--- src/rtl/mul_seq.sv ---
`default_nettype none
// ============================================================================
// Module   : mul_seq
// Purpose  : Radix-2 shift-add multiplier for MUL/MULH/MULHSU/MULHU with a
//            fixed latency of XLEN+1 cycles from start to done.
// Revision : 1.0 - initial release
// ============================================================================
module mul_seq #(
  parameter int XLEN = 32
) (
  input  logic            clk,
  input  logic            rst_n,
  input  logic            mul_en,
  input  logic [1:0]      op_i,
  input  logic [XLEN-1:0] multiplicand_i,
  input  logic [XLEN-1:0] multiplier_i,
  output logic [XLEN-1:0] result_o,
  output logic            busy_o,
  output logic            done_o
);

  localparam logic [1:0] ST_IDLE = 2'd0;
  localparam logic [1:0] ST_CALC = 2'd1;
  localparam logic [1:0] ST_FIN  = 2'd2;

  localparam logic [1:0] OP_MUL    = 2'b00;
  localparam logic [1:0] OP_MULH   = 2'b01;
  localparam logic [1:0] OP_MULHSU = 2'b10;

  localparam int            CW     = $clog2(XLEN);
  localparam logic [CW-1:0] C_LAST = CW'(XLEN - 1);

  logic [1:0]        r_state;
  logic [1:0]        w_state_nxt;
  logic [1:0]        r_op;
  logic [2*XLEN-1:0] r_mcand;
  logic [XLEN-1:0]   r_mplier;
  logic [2*XLEN-1:0] r_acc;
  logic [CW-1:0]     r_cnt;
  logic              r_neg;
  logic [XLEN-1:0]   r_result;
  logic              r_done;

  logic              w_rs1_neg;
  logic              w_rs2_neg;
  logic [XLEN-1:0]   w_mag1;
  logic [XLEN-1:0]   w_mag2;
  logic [2*XLEN-1:0] w_product;

  // Sign handling is applied to magnitudes up front so CALC is purely unsigned.
  assign w_rs1_neg = ((op_i == OP_MULH) || (op_i == OP_MULHSU)) && multiplicand_i[XLEN-1];
  assign w_rs2_neg = (op_i == OP_MULH) && multiplier_i[XLEN-1];
  assign w_mag1    = w_rs1_neg ? (~multiplicand_i + 1'b1) : multiplicand_i;
  assign w_mag2    = w_rs2_neg ? (~multiplier_i + 1'b1) : multiplier_i;
  assign w_product = r_neg ? (~r_acc + 1'b1) : r_acc;

  always_ff @(posedge clk or negedge rst_n) begin
    if (!rst_n) begin
      r_state <= ST_IDLE;
    end else begin
      r_state <= w_state_nxt;
    end
  end

  always_comb begin
    w_state_nxt = r_state;
    case (r_state)
      ST_IDLE: if (mul_en) w_state_nxt = ST_CALC;
      ST_CALC: if (r_cnt == C_LAST) w_state_nxt = ST_FIN;
      ST_FIN:  w_state_nxt = ST_IDLE;
      default: w_state_nxt = ST_IDLE;
    endcase
  end

  always_comb begin
    busy_o = (r_state == ST_CALC) || (r_state == ST_FIN);
  end

  always_ff @(posedge clk or negedge rst_n) begin
    if (!rst_n) begin
      r_op     <= '0;
      r_mcand  <= '0;
      r_mplier <= '0;
      r_acc    <= '0;
      r_cnt    <= '0;
      r_neg    <= 1'b0;
      r_result <= '0;
      r_done   <= 1'b0;
    end else begin
      r_done <= 1'b0;
      case (r_state)
        ST_IDLE: begin
          if (mul_en) begin
            r_op     <= op_i;
            r_mcand  <= {{XLEN{1'b0}}, w_mag1};
            r_mplier <= w_mag2;
            r_neg    <= w_rs1_neg ^ w_rs2_neg;
            r_acc    <= '0;
            r_cnt    <= '0;
          end
        end
        ST_CALC: begin
          if (r_mplier[0]) begin
            r_acc <= r_acc + r_mcand;
          end
          r_mcand  <= {r_mcand[2*XLEN-2:0], 1'b0};
          r_mplier <= {1'b0, r_mplier[XLEN-1:1]};
          r_cnt    <= r_cnt + CW'(1);
        end
        ST_FIN: begin
          r_result <= (r_op == OP_MUL) ? w_product[XLEN-1:0] : w_product[2*XLEN-1:XLEN];
          r_done   <= 1'b1;
        end
        default: ;
      endcase
    end
  end

  assign result_o = r_result;
  assign done_o   = r_done;

endmodule
`default_nettype wire

--- config.mk ---
export PLATFORM = sky130hd
export DESIGN_NAME = mul_seq
export DESIGN_NICKNAME = d
export VERILOG_FILES = /design/src/rtl/mul_seq.sv
export SDC_FILE = /design/constraint.sdc
export NUM_CORES = 1
export LEC_CHECK = 0
export CAP_MARGIN = 20
export CORE_MARGIN = 1.5
export CORE_UTILIZATION = 36
export DETAILED_ROUTE_END_ITERATION = 6
export PLACE_DENSITY = 0.62
export SLEW_MARGIN = 20
export SYNTH_ARGS = -nofsm -noshare
export SYNTH_HDL_FRONTEND = slang
export SYNTH_SLANG_ARGS = --single-unit
export TNS_END_PERCENT = 10
--- constraint.sdc ---
create_clock -name clk -period 3.8 [get_ports clk]
set_input_delay 0.95 -clock clk [delete_from_list [all_inputs] [get_ports clk]]
set_output_delay 0.95 -clock clk [all_outputs]
set_load 0.01 [all_outputs]
==> results of run 1 <==
## sequential cells by signal, summed over array words and instances, names as in the netlist
register,flops
r_state,2
r_op,2
r_mplier,32
r_mcand,64
result_o,32
r_cnt,5
done_o,1
r_acc,64
r_neg,1
## cell type report
class,count,area (sq um),share of cell area
Tap cell,525,657,0.0379
Inverter,36,135,0.00779
Multi-Input combinational cell,1449,9000,0.519
Clock buffer,36,706,0.0407
Sequential cell,203,5080,0.293
Clock inverter,8,87.6,0.00505
Timing Repair Buffer,183,1670,0.0963
## placed cells by master, fill, tap and decap left out, drive strengths merged, types with 7 or more instances in the layout
cell	instances
clkbuf	37
or4	9
clkdlybuf4s50	101
and2	11
o31ai	21
nand2b	15
a21oi	208
nor2b	7
ha	72
o21bai	8
a31oi	11
o211ai	16
a22o	37
inv	35
a21o	42
nor4	22
o21a	7
o41ai	14
mux2i	8
o21ai	222
nand4	17
dfrtp	203
nand2	219
buf	81
nand3	30
xnor2	81
or3	26
nor3	22
nor2	161
and3	13
xor2	88
## Yosys cell counts, types with 13 or more instances
| cell | number |
|---|---|
| nand3_1 | 30 |
| dfrtp_1 | 203 |
| ha_1 | 72 |
| nand4_1 | 17 |
| xor2_1 | 88 |
| or3_1 | 26 |
| nand2b_1 | 14 |
| o21ai_0 | 215 |
| and3_1 | 13 |
| inv_1 | 35 |
| o41ai_1 | 13 |
| nand2_1 | 218 |
| nor2_1 | 161 |
| xnor2_1 | 81 |
| a22o_1 | 37 |
| clkbuf_1 | 83 |
| o211ai_1 | 16 |
| a21o_1 | 42 |
| a21oi_1 | 208 |
| o31ai_1 | 19 |
| nor3_1 | 22 |
| nor4_1 | 20 |
## power groups by stage
stage / clock network (mW) / registers, mW / logic, mW
floorplan: 0 / 3.28 / 5.13
global placement: 0 / 3.50 / 7.12
detailed placement: 0 / 3.51 / 7.22
CTS: 2.38 / 3.48 / 7.25
global route: 2.45 / 3.58 / 8.14
finish: 2.32 / 3.50 / 7.30
## routing by layer
metal,vias to the layer above,GRT usage
met4,0,0.0608
met2,344,0.307
met1,6262,0.297
li1,6666,-
met5,-,0
met3,61,0.0260
## per-stage QoR
step	instances	hold WS (ns)	worst slack [ns]	instance area, sq um	power, mW
after CTS	2440	0.454	0.00380	17300	13.1
after detailed placement	2396	0.471	-0.217	16500	10.7
after global routing	2440	0.473	-0.0120	17300	14.2
after floorplan	1778	0.445	0.351	14500	8.41
after global placement	2396	0.458	-0.151	16500	10.6
final	2440	0.441	0.162	17300	13.1
## cells by family after synthesis
logic type	synth area share
compound gates	0.261
flops	0.351
buf+inv	0.0328
fa+ha+maj	0.0636
xor+xnor	0.102
simple gates	0.182
mux	0.00709
## final timing paths
check,start,to,slack (ns),cells after the start
setup reg to reg,r_mcand[11]$_DFFE_PN0P_,r_acc[63]$_DFFE_PN0P_,0.16,13
hold reg to reg,r_mplier[24]$_DFFE_PN0P_,r_mplier[24]$_DFFE_PN0P_,0.48,2
min in group clk,r_mplier[24]$_DFFE_PN0P_,r_mplier[24]$_DFFE_PN0P_,0.48,2
setup / recovery,r_mcand[11]$_DFFE_PN0P_,r_acc[63]$_DFFE_PN0P_,0.16,13
max in group asynchronous,rst_n,r_mplier[9]$_DFFE_PN0P_,2.54,2
hold / removal,rst_n,r_mcand[56]$_DFFE_PN0P_,0.44,1
==> out/results.ini, run 1 <==
[drt]
first_pass_iters=7
post_drt_wl_per_cell_microns=17.2
wirelength_microns=42000
vias=13300
drc=0
route.top_layer_used=met4
wl_met2_microns=17800
route.antenna.remaining_nets=0
drtIter0Drc=927
avgViaCountPerCell=5.46
dr_wl_met3_microns=2000
wl_met1_microns=21000

[synth]
avgSynthCellArea_sq_um=8.14
syn_nets=1920
async_flop_share=1.00
synth_cell_types=74
ys.flop_type=dfrtp_1
seq_area_frac_synth=0.351
yosysTopAreaCell=dfrtp_1
synth_top_area_frac=0.351
yosys_warnings=0
synth_area_sq_mm=0.0145
synth_area_leaders=dfrtp_1, o21ai_0, a21oi_1, ha_1, nand2_1
synth_cells=1778
ys_ff_latch=203
synth_edf_count=0

[cells_and_area]
num_antenna_cells=0
final_nets=2039
final_layout_size_suffix_gt1_frac=0.0783
syn_to_final_growth_pct=19.8
fillers=3975
utilization=0.436

[global_route]
grt_overflow=0
grt_max_degree=142
grt_pass1_wl_microns=67900
track_usage=0.202
antenna_found_initial=0
first_global_vias=12700

[floorplanning]
coreArea_sq_mm=0.0397
die_y_microns=203
pin_count=103
dieArea_sq_mm=0.0414
num_rows=73
dieWidth_microns=203
initial_core_util=0.364

[pwr]
p_int_mw=6.94
power_switching_mw=6.18
vdd_drop_max_mv=0.396
power.density_mw_per_mm2=756
p_leak_nw=7.60
seqPwrFrac=0.267
swShare=0.471
combPwrFrac=0.557
p_clk_frac=0.177

[placed_design]
place_congestion=0.920
hpwl_microns=32000
io_buffers=102

[clocking]
cts-buffers-inserted=24
ctsHoldBuffers=0
cts.repair.resized=0
root_buffer=clkbuf_16
htreeDepth=1
insertion_delay_ns=0.55
clk_path_buf_depth=3
cts.sinks=203
cts_setup_buffers=0
cts_tree=done
clk_pin_slew_ns=0.06

[setup_path]
crit_path_max_incr_delay_ns=0.41
cp_cell_sequence=ha_1 -> a21oi_1 -> nand2_1 -> a221oi_1 -> o31ai_2 -> a31oi_1 -> buf_4 -> o41a_1 -> o21ai_2 -> a31o_2 -> a21oi_1 -> mux2i_1 -> o211ai_1
cpMaxStageDelayCell=dfrtp_1
crit_family=compound AO/OA/AOI/OAI gates
cp.arrival_ns=4.05
critical_path_buf_inv_count=1
cpMostUsedCell=a21oi_1
startpoint_type=register
cp_data_required_time_ns=4.21
end_kind=register
worstPathMaxFanout=4
crit_type=reg -> reg

[timing]
hold_viol=0
rsz0062_at_grt=true
slew_headroom=0.279
post-route-period-util=0.957
fin_crit_ns=3.64
setup_viol=0
fmax_mhz=275
tns_ns=0
worstMarginPinSlew_ns=1.08
drv_slew=0
finClkSkew_ns=0.0122

[run]
max_cap_viol_count=0

[status]
status=completed

[worst_hold_path]
hp-class=in -> async

(Power assumes the default switching activity.)
==> run 2, diff against run 1 <==
--- a/config.mk
+++ b/config.mk
@@ -6,6 +6,7 @@
 export NUM_CORES = 1
 export LEC_CHECK = 0
 export CAP_MARGIN = 20
+export CORE_ASPECT_RATIO = 1.75
 export CORE_MARGIN = 1.5
 export CORE_UTILIZATION = 36
 export DETAILED_ROUTE_END_ITERATION = 6
==> run 2 against run 1 <==
Net effect: the run now ends with design-rule violations left; power shrank 1.3%; cell area shrank 0.12%; die area grew 0.11%.
==> out/results.ini, run 2 (synthesis gave the netlist of run 1 again) <==
[timing]
fin_crit_ns=3.62  ; -0.0155 ns
drv_slew=0  ; unchanged
setup_viol=0  ; unchanged
whs_ns=0.390  ; -0.0505 ns
fmax_mhz=276  ; +0.43%
tns_ns=0  ; unchanged
finClkSkew_ns=0.0113  ; -0.000886 ns
slew_headroom=0.528  ; +0.249
worstMarginPinSlew_ns=0.708  ; -0.371 ns
post-route-period-util=0.953  ; -0.00409
hold_viol=0  ; unchanged
rsz0062_at_grt=false

[setup_path]
crit_type=reg -> reg
startpoint=r_acc[12]$_DFFE_PN0P_
crit_path_max_incr_delay_ns=0.60  ; +0.19 ns
endpoint=result_o[25]$_DFFE_PN0P_
cpMostUsedCell=nand2_1
r2r_end=result_o[25]$_DFFE_PN0P_
cp.arrival_ns=4.02  ; -0.03 ns
cpMaxStageDelayCell=or4_4
cp_data_required_time_ns=4.19  ; -0.02 ns
reg2reg_slack_ns=0.18  ; +0.02 ns
rr_worst_depth=12  ; -1
r2r-start=r_acc[12]$_DFFE_PN0P_
end_kind=register
cp_cell_sequence=or4_4 -> nor4b_4 -> nand2b_2 -> nor4_4 -> nand2_1 -> buf_4 -> o41ai_4 -> nand2_1 -> a21oi_1 -> xnor2_1 -> o211ai_1 -> o21ai_0
startpoint_type=register
worstPathMaxFanout=5  ; +1

[pwr]
p_leak_nw=7.63  ; +0.47%
vdd_drop_max_mv=0.376  ; -5.1%
power.density_mw_per_mm2=748  ; -1.2%

[cells_and_area]
register_area_sq_mm=0.00508  ; unchanged
syn_to_final_growth_pct=19.7
multi_input_area_sq_mm=0.00899  ; about the same
fillers=3999  ; +0.60%
layout_commonest_cell=nand2_1
final_cell_mix=nand2_1, o21ai_0, a21oi_1
num_antenna_cells=0  ; unchanged
final_nets=2046  ; +0.34%
final_layout_size_suffix_gt1_frac=0.0818  ; +0.00344
reg_top3=r_acc (64), r_mcand (64)

[clocking]
insertion_delay_ns=0.53  ; -0.02 ns
root_buffer=clkbuf_16
clk_pin_slew_ns=0.07  ; about the same
cts.sinks=203  ; unchanged
cts-buffers-inserted=22  ; -8.3%
cts_setup_buffers=0  ; unchanged
cts_tree=done
ctsHoldBuffers=0  ; unchanged
htreeDepth=1  ; unchanged
cts.repair.resized=0  ; unchanged
clk_path_buf_depth=3  ; unchanged

[placed_design]
place_congestion=0.962  ; +4.6%
hpwl_microns=33700  ; +5.2%
io_buffers=102  ; unchanged

[status]
violations=design-rule violations
status=finished with violations

[global_route]
grt_max_degree=93  ; -35%
grt_pass1_wl_microns=69200  ; +1.9%
first_global_vias=13100  ; +2.8%
track_usage=0.208  ; +0.00627
grt_overflow=0  ; unchanged
antenna_found_initial=0  ; unchanged

[drt]
drtIter0Drc=626  ; -32%
route.top_layer_used=met4
route.antenna.remaining_nets=0  ; unchanged
vias=13400  ; +0.32%
wirelength_microns=43400  ; +3.4%
wl_met2_microns=22000  ; +24%
first_pass_iters=7  ; unchanged
avgViaCountPerCell=5.54  ; +1.4%
post_drt_wl_per_cell_microns=18.0  ; +4.5%
drc=1  ; +1
wl_met1_microns=17300  ; -18%
dr_wl_met3_microns=1320  ; -34%

[floorplanning]
initial_core_util=0.364  ; -0.000698
num_rows=97  ; +33%
die_y_microns=268  ; +32%
dieArea_sq_mm=0.0415  ; +0.11%
pin_count=103  ; unchanged
coreArea_sq_mm=0.0398  ; +0.19%
dieWidth_microns=155  ; -24%

[run]
max_cap_viol_count=0  ; unchanged

[worst_hold_path]
hp-class=in -> async

-- run 2: changes by cell type in the layout (fill, tap and decap cells not counted), moves of 2 or more --
| cell | change |
|---|---|
| clkbuf_8 | -4 |
| clkinvlp_4 | -2 |
| clkbuf_16 | -2 |
| buf_4 | +8 |
| clkinv_2 | +2 |
| clkbuf_1 | -2 |
-- run 2: area by class of cell --
| type | instances | share of cell area |
|---|---|---|
| tap | 495 | 0.0358 |
| clock buffer | 28 | 0.0342 |
| clock inverter | 12 | 0.00845 |
| timing repair buffer | 192 | 0.101 |
| sequential | 203 | 0.293 |
| multi-input combinational | 1449 | 0.519 |
| inverter | 36 | 0.00780 |
-- run 2: worst max-delay path, delay by kind of cell, from the launching register on --
kind	cells	cell delay [ns]
flops	1	0.44
xor+xnor	1	0.10
buf+inv	1	0.17
simple gates	6	1.53
compound gates	4	1.24
-- run 2: through the flow --
stage	worst slack, ns	power (mW)	std cells	util	area [sq um]
after floorplan	0.351	8.41	1778	-	14500
after detailed placement	-0.211	10.7	2375	0.416	16500
after global placement	-0.232	10.6	2375	0.416	16500
final	0.178	12.9	2415	0.435	17300
after CTS	0.0741	13.0	2415	0.434	17300
after global routing	0.00434	14.0	2415	0.435	17300
-- run 2: worst min path at each step --
stage	start	endpoint	cells after the start
4_1_cts	rst_n	result_o[1]$_DFFE_PN0P_	1
3_5_place_dp	r_mplier[20]$_DFFE_PN0P_	r_mplier[20]$_DFFE_PN0P_	2
6_report	rst_n	result_o[4]$_DFFE_PN0P_	1
2_1_floorplan	r_mplier[16]$_DFFE_PN0P_	r_mplier[16]$_DFFE_PN0P_	2
5_1_grt	rst_n	result_o[1]$_DFFE_PN0P_	1
3_3_place_gp	r_mplier[16]$_DFFE_PN0P_	r_mplier[16]$_DFFE_PN0P_	2
-- run 2: metal layers --
metal	up-vias	GRT usage
met4	0	0.129
met5	-	0
met3	113	0.0179
li1	6660	-
met1	6303	0.232
met2	299	0.383
-- run 2: where the power goes --
| group | internal, mW | leakage [nW] | total (mW) | switching (mW) |
|---|---|---|---|---|
| clock | 1.26 | 0.361 | 2.19 | 0.933 |
| combinational | 2.80 | 4.58 | 7.28 | 4.48 |
| sequential | 2.79 | 2.70 | 3.48 | 0.688 |
| total | 6.85 | 7.63 | 12.9 | 6.10 |
==> run 3, diff against run 2 <==
--- a/config.mk
+++ b/config.mk
@@ -9,8 +9,10 @@
 export CORE_ASPECT_RATIO = 1.75
 export CORE_MARGIN = 1.5
 export CORE_UTILIZATION = 36
+export CTS_CLUSTER_DIAMETER = 60
 export DETAILED_ROUTE_END_ITERATION = 6
 export PLACE_DENSITY = 0.62
+export RECOVER_POWER = 50
 export SLEW_MARGIN = 20
 export SYNTH_ARGS = -nofsm -noshare
 export SYNTH_HDL_FRONTEND = slang
==> run 3 against run 2 <==
Net effect: the flow finishes with violations (max-capacitance violations, max-slew violations); sequential share of layout area grew 0.068 points; fmax grew 0.38%; final cell count did not move; first-iteration DRC count decreased by 1.6%; combinational power fell by 0.5%; worst hold slack better by 0.084 ns; die area did not move; critical path depth increased by 4; sequential power about the same; critical path type unchanged; largest power group unchanged; highest routed layer unchanged.
==> out/results.ini, run 3 (synthesis gave the netlist of run 1 again) <==
[setup_path]
end_kind=register
crit_type=reg -> reg
cp_data_required_time_ns=4.25  ; +0.06 ns
startpoint=r_mcand[0]$_DFFE_PN0P_
reg2reg_slack_ns=0.19  ; about the same
startpoint_type=register
worstPathMaxFanout=3  ; -2
cp.arrival_ns=4.06  ; +0.04 ns
r2r-start=r_mcand[0]$_DFFE_PN0P_

[cells_and_area]
num_antenna_cells=0  ; unchanged
final_layout_size_suffix_gt1_frac=0.0807  ; -0.00104
final_nets=2046  ; unchanged
layout_commonest_cell=nand2_1
syn_to_final_growth_pct=19.4
final_cell_mix=nand2_1, o21ai_0, a21oi_1
reg_top3=r_acc (64), r_mcand (64)

[timing]
worstMarginPinSlew_ns=1.82  ; +1.11 ns
rsz0062_at_grt=false
drv_slew=119  ; +119
post-route-period-util=0.950  ; -0.00357
fin_crit_ns=3.61  ; -0.0136 ns
whs_ns=0.474  ; +0.0838 ns
setup_viol=0  ; unchanged
tns_ns=0  ; unchanged
fmax_mhz=277  ; +0.38%
slew_headroom=-0.215  ; -0.742
hold_viol=0  ; unchanged
finClkSkew_ns=0.0126  ; +0.00126 ns

[status]
status=finished with violations
violations=max-capacitance violations, max-slew violations

[drt]
route.antenna.remaining_nets=0  ; unchanged
drtIter0Drc=616  ; -1.6%
vias=13400  ; -0.082%
avgViaCountPerCell=5.53  ; about the same
first_pass_iters=6  ; -1
post_drt_wl_per_cell_microns=17.9  ; -0.15%
drc=0  ; -1
wirelength_microns=43300  ; -0.15%

[global_route]
grt_max_degree=93  ; unchanged
first_global_vias=13100  ; unchanged
grt_pass1_wl_microns=69200  ; unchanged
track_usage=0.208  ; unchanged
grt_overflow=0  ; unchanged
antenna_found_initial=0  ; unchanged

[floorplanning]
dieWidth_microns=155  ; unchanged
initial_core_util=0.364  ; unchanged
num_rows=97  ; unchanged
dieArea_sq_mm=0.0415  ; unchanged
coreArea_sq_mm=0.0398  ; unchanged
die_y_microns=268  ; unchanged
pin_count=103  ; unchanged

[pwr]
total_power_mw=12.9  ; -0.29%
p_leak_nw=7.63  ; -0.12%
power.density_mw_per_mm2=747  ; about the same
vdd_drop_max_mv=0.376  ; about the same

[clocking]
clk_pin_slew_ns=0.06  ; about the same
cts_tree=done
cts_setup_buffers=0  ; unchanged
clk_path_buf_depth=3  ; unchanged
insertion_delay_ns=0.53  ; about the same
htreeDepth=1  ; unchanged
cts-buffers-inserted=22  ; unchanged
cts.sinks=203  ; unchanged
ctsHoldBuffers=0  ; unchanged
root_buffer=clkbuf_16

[placed_design]
hpwl_microns=33700  ; unchanged
place_congestion=0.962  ; unchanged
io_buffers=102  ; unchanged

[run]
max_cap_viol_count=2  ; +2

[worst_hold_path]
hp-class=reg -> reg
hold_start=r_mplier[20]$_DFFE_PN0P_

==> run 3: metrics by stage <==
step	utilization	std cells	setup WS, ns	instance area [sq um]
detailed placement	0.416	2375	-0.211	16500
finish	0.434	2415	0.191	17300
global placement	0.416	2375	-0.232	16500
global route	0.434	2415	0.00434	17300
CTS	0.434	2415	0.0741	17300
floorplan	-	1778	0.351	14500
==> run 3: where the power goes <==
group / switching (mW) / internal [mW] / leakage [nW]
clock: 0.935 / 1.26 / 0.361
combinational: 4.47 / 2.78 / 4.57
sequential: 0.685 / 2.79 / 2.70
==> run 3: path summary, 6_finish.rpt <==
check / end / cells after the start
min reg2reg: r_mplier[20]$_DFFE_PN0P_ / 2
max: r_acc[62]$_DFFE_PN0P_ / 16
min in group asynchronous: result_o[1]$_DFFE_PN0P_ / 1
max in group asynchronous: r_acc[27]$_DFFE_PN0P_ / 2
min: r_mplier[20]$_DFFE_PN0P_ / 2
max reg2reg: r_acc[62]$_DFFE_PN0P_ / 16
==> run 3: worst max-delay path: stages (launching register included) <==
cell       delay, ns
dfrtp_1         0.37
ha_1            0.19
inv_1           0.06
fa_1            0.37
nand2b_1        0.19
a21oi_2         0.17
o2111ai_2       0.18
a211o_1         0.44
a2111oi_4       0.35
buf_4           0.16
o31ai_1         0.09
a41oi_1         0.25
buf_4           0.16
nand3_1         0.07
o2111a_1        0.18
xor2_1          0.15
o21ai_0         0.15
==> run 3: cell type report <==
cell class                      count  area (sq um)
Sequential cell                   203          5080
Clock buffer                       28           593
Timing Repair Buffer              192          1730
Multi-Input combinational cell   1449          8980
Tap cell                          495           619
Clock inverter                     12           146
Inverter                           36           135
Fill cell                        4003         22500
==> run 3: repair_timing <==
| action | 4_1_cts | 5_1_grt |
|---|---|---|
| endpoints found under the hold margin | 0 | 0 |
| endpoints found under the setup margin | 0 | 10 |
| resized for setup | 0 | 5 |
==> run 3: routing by layer <==
metal / routed length [microns] / global-route usage / share of wire / up-vias
met5: 0 / 0 / 0 / -
met4: 2840 / 0.129 / 0.066 / 0
met3: 1280 / 0.0179 / 0.029 / 116
met2: 22000 / 0.383 / 0.51 / 299
li1: - / - / - / 6663
met1: 17200 / 0.232 / 0.40 / 6286
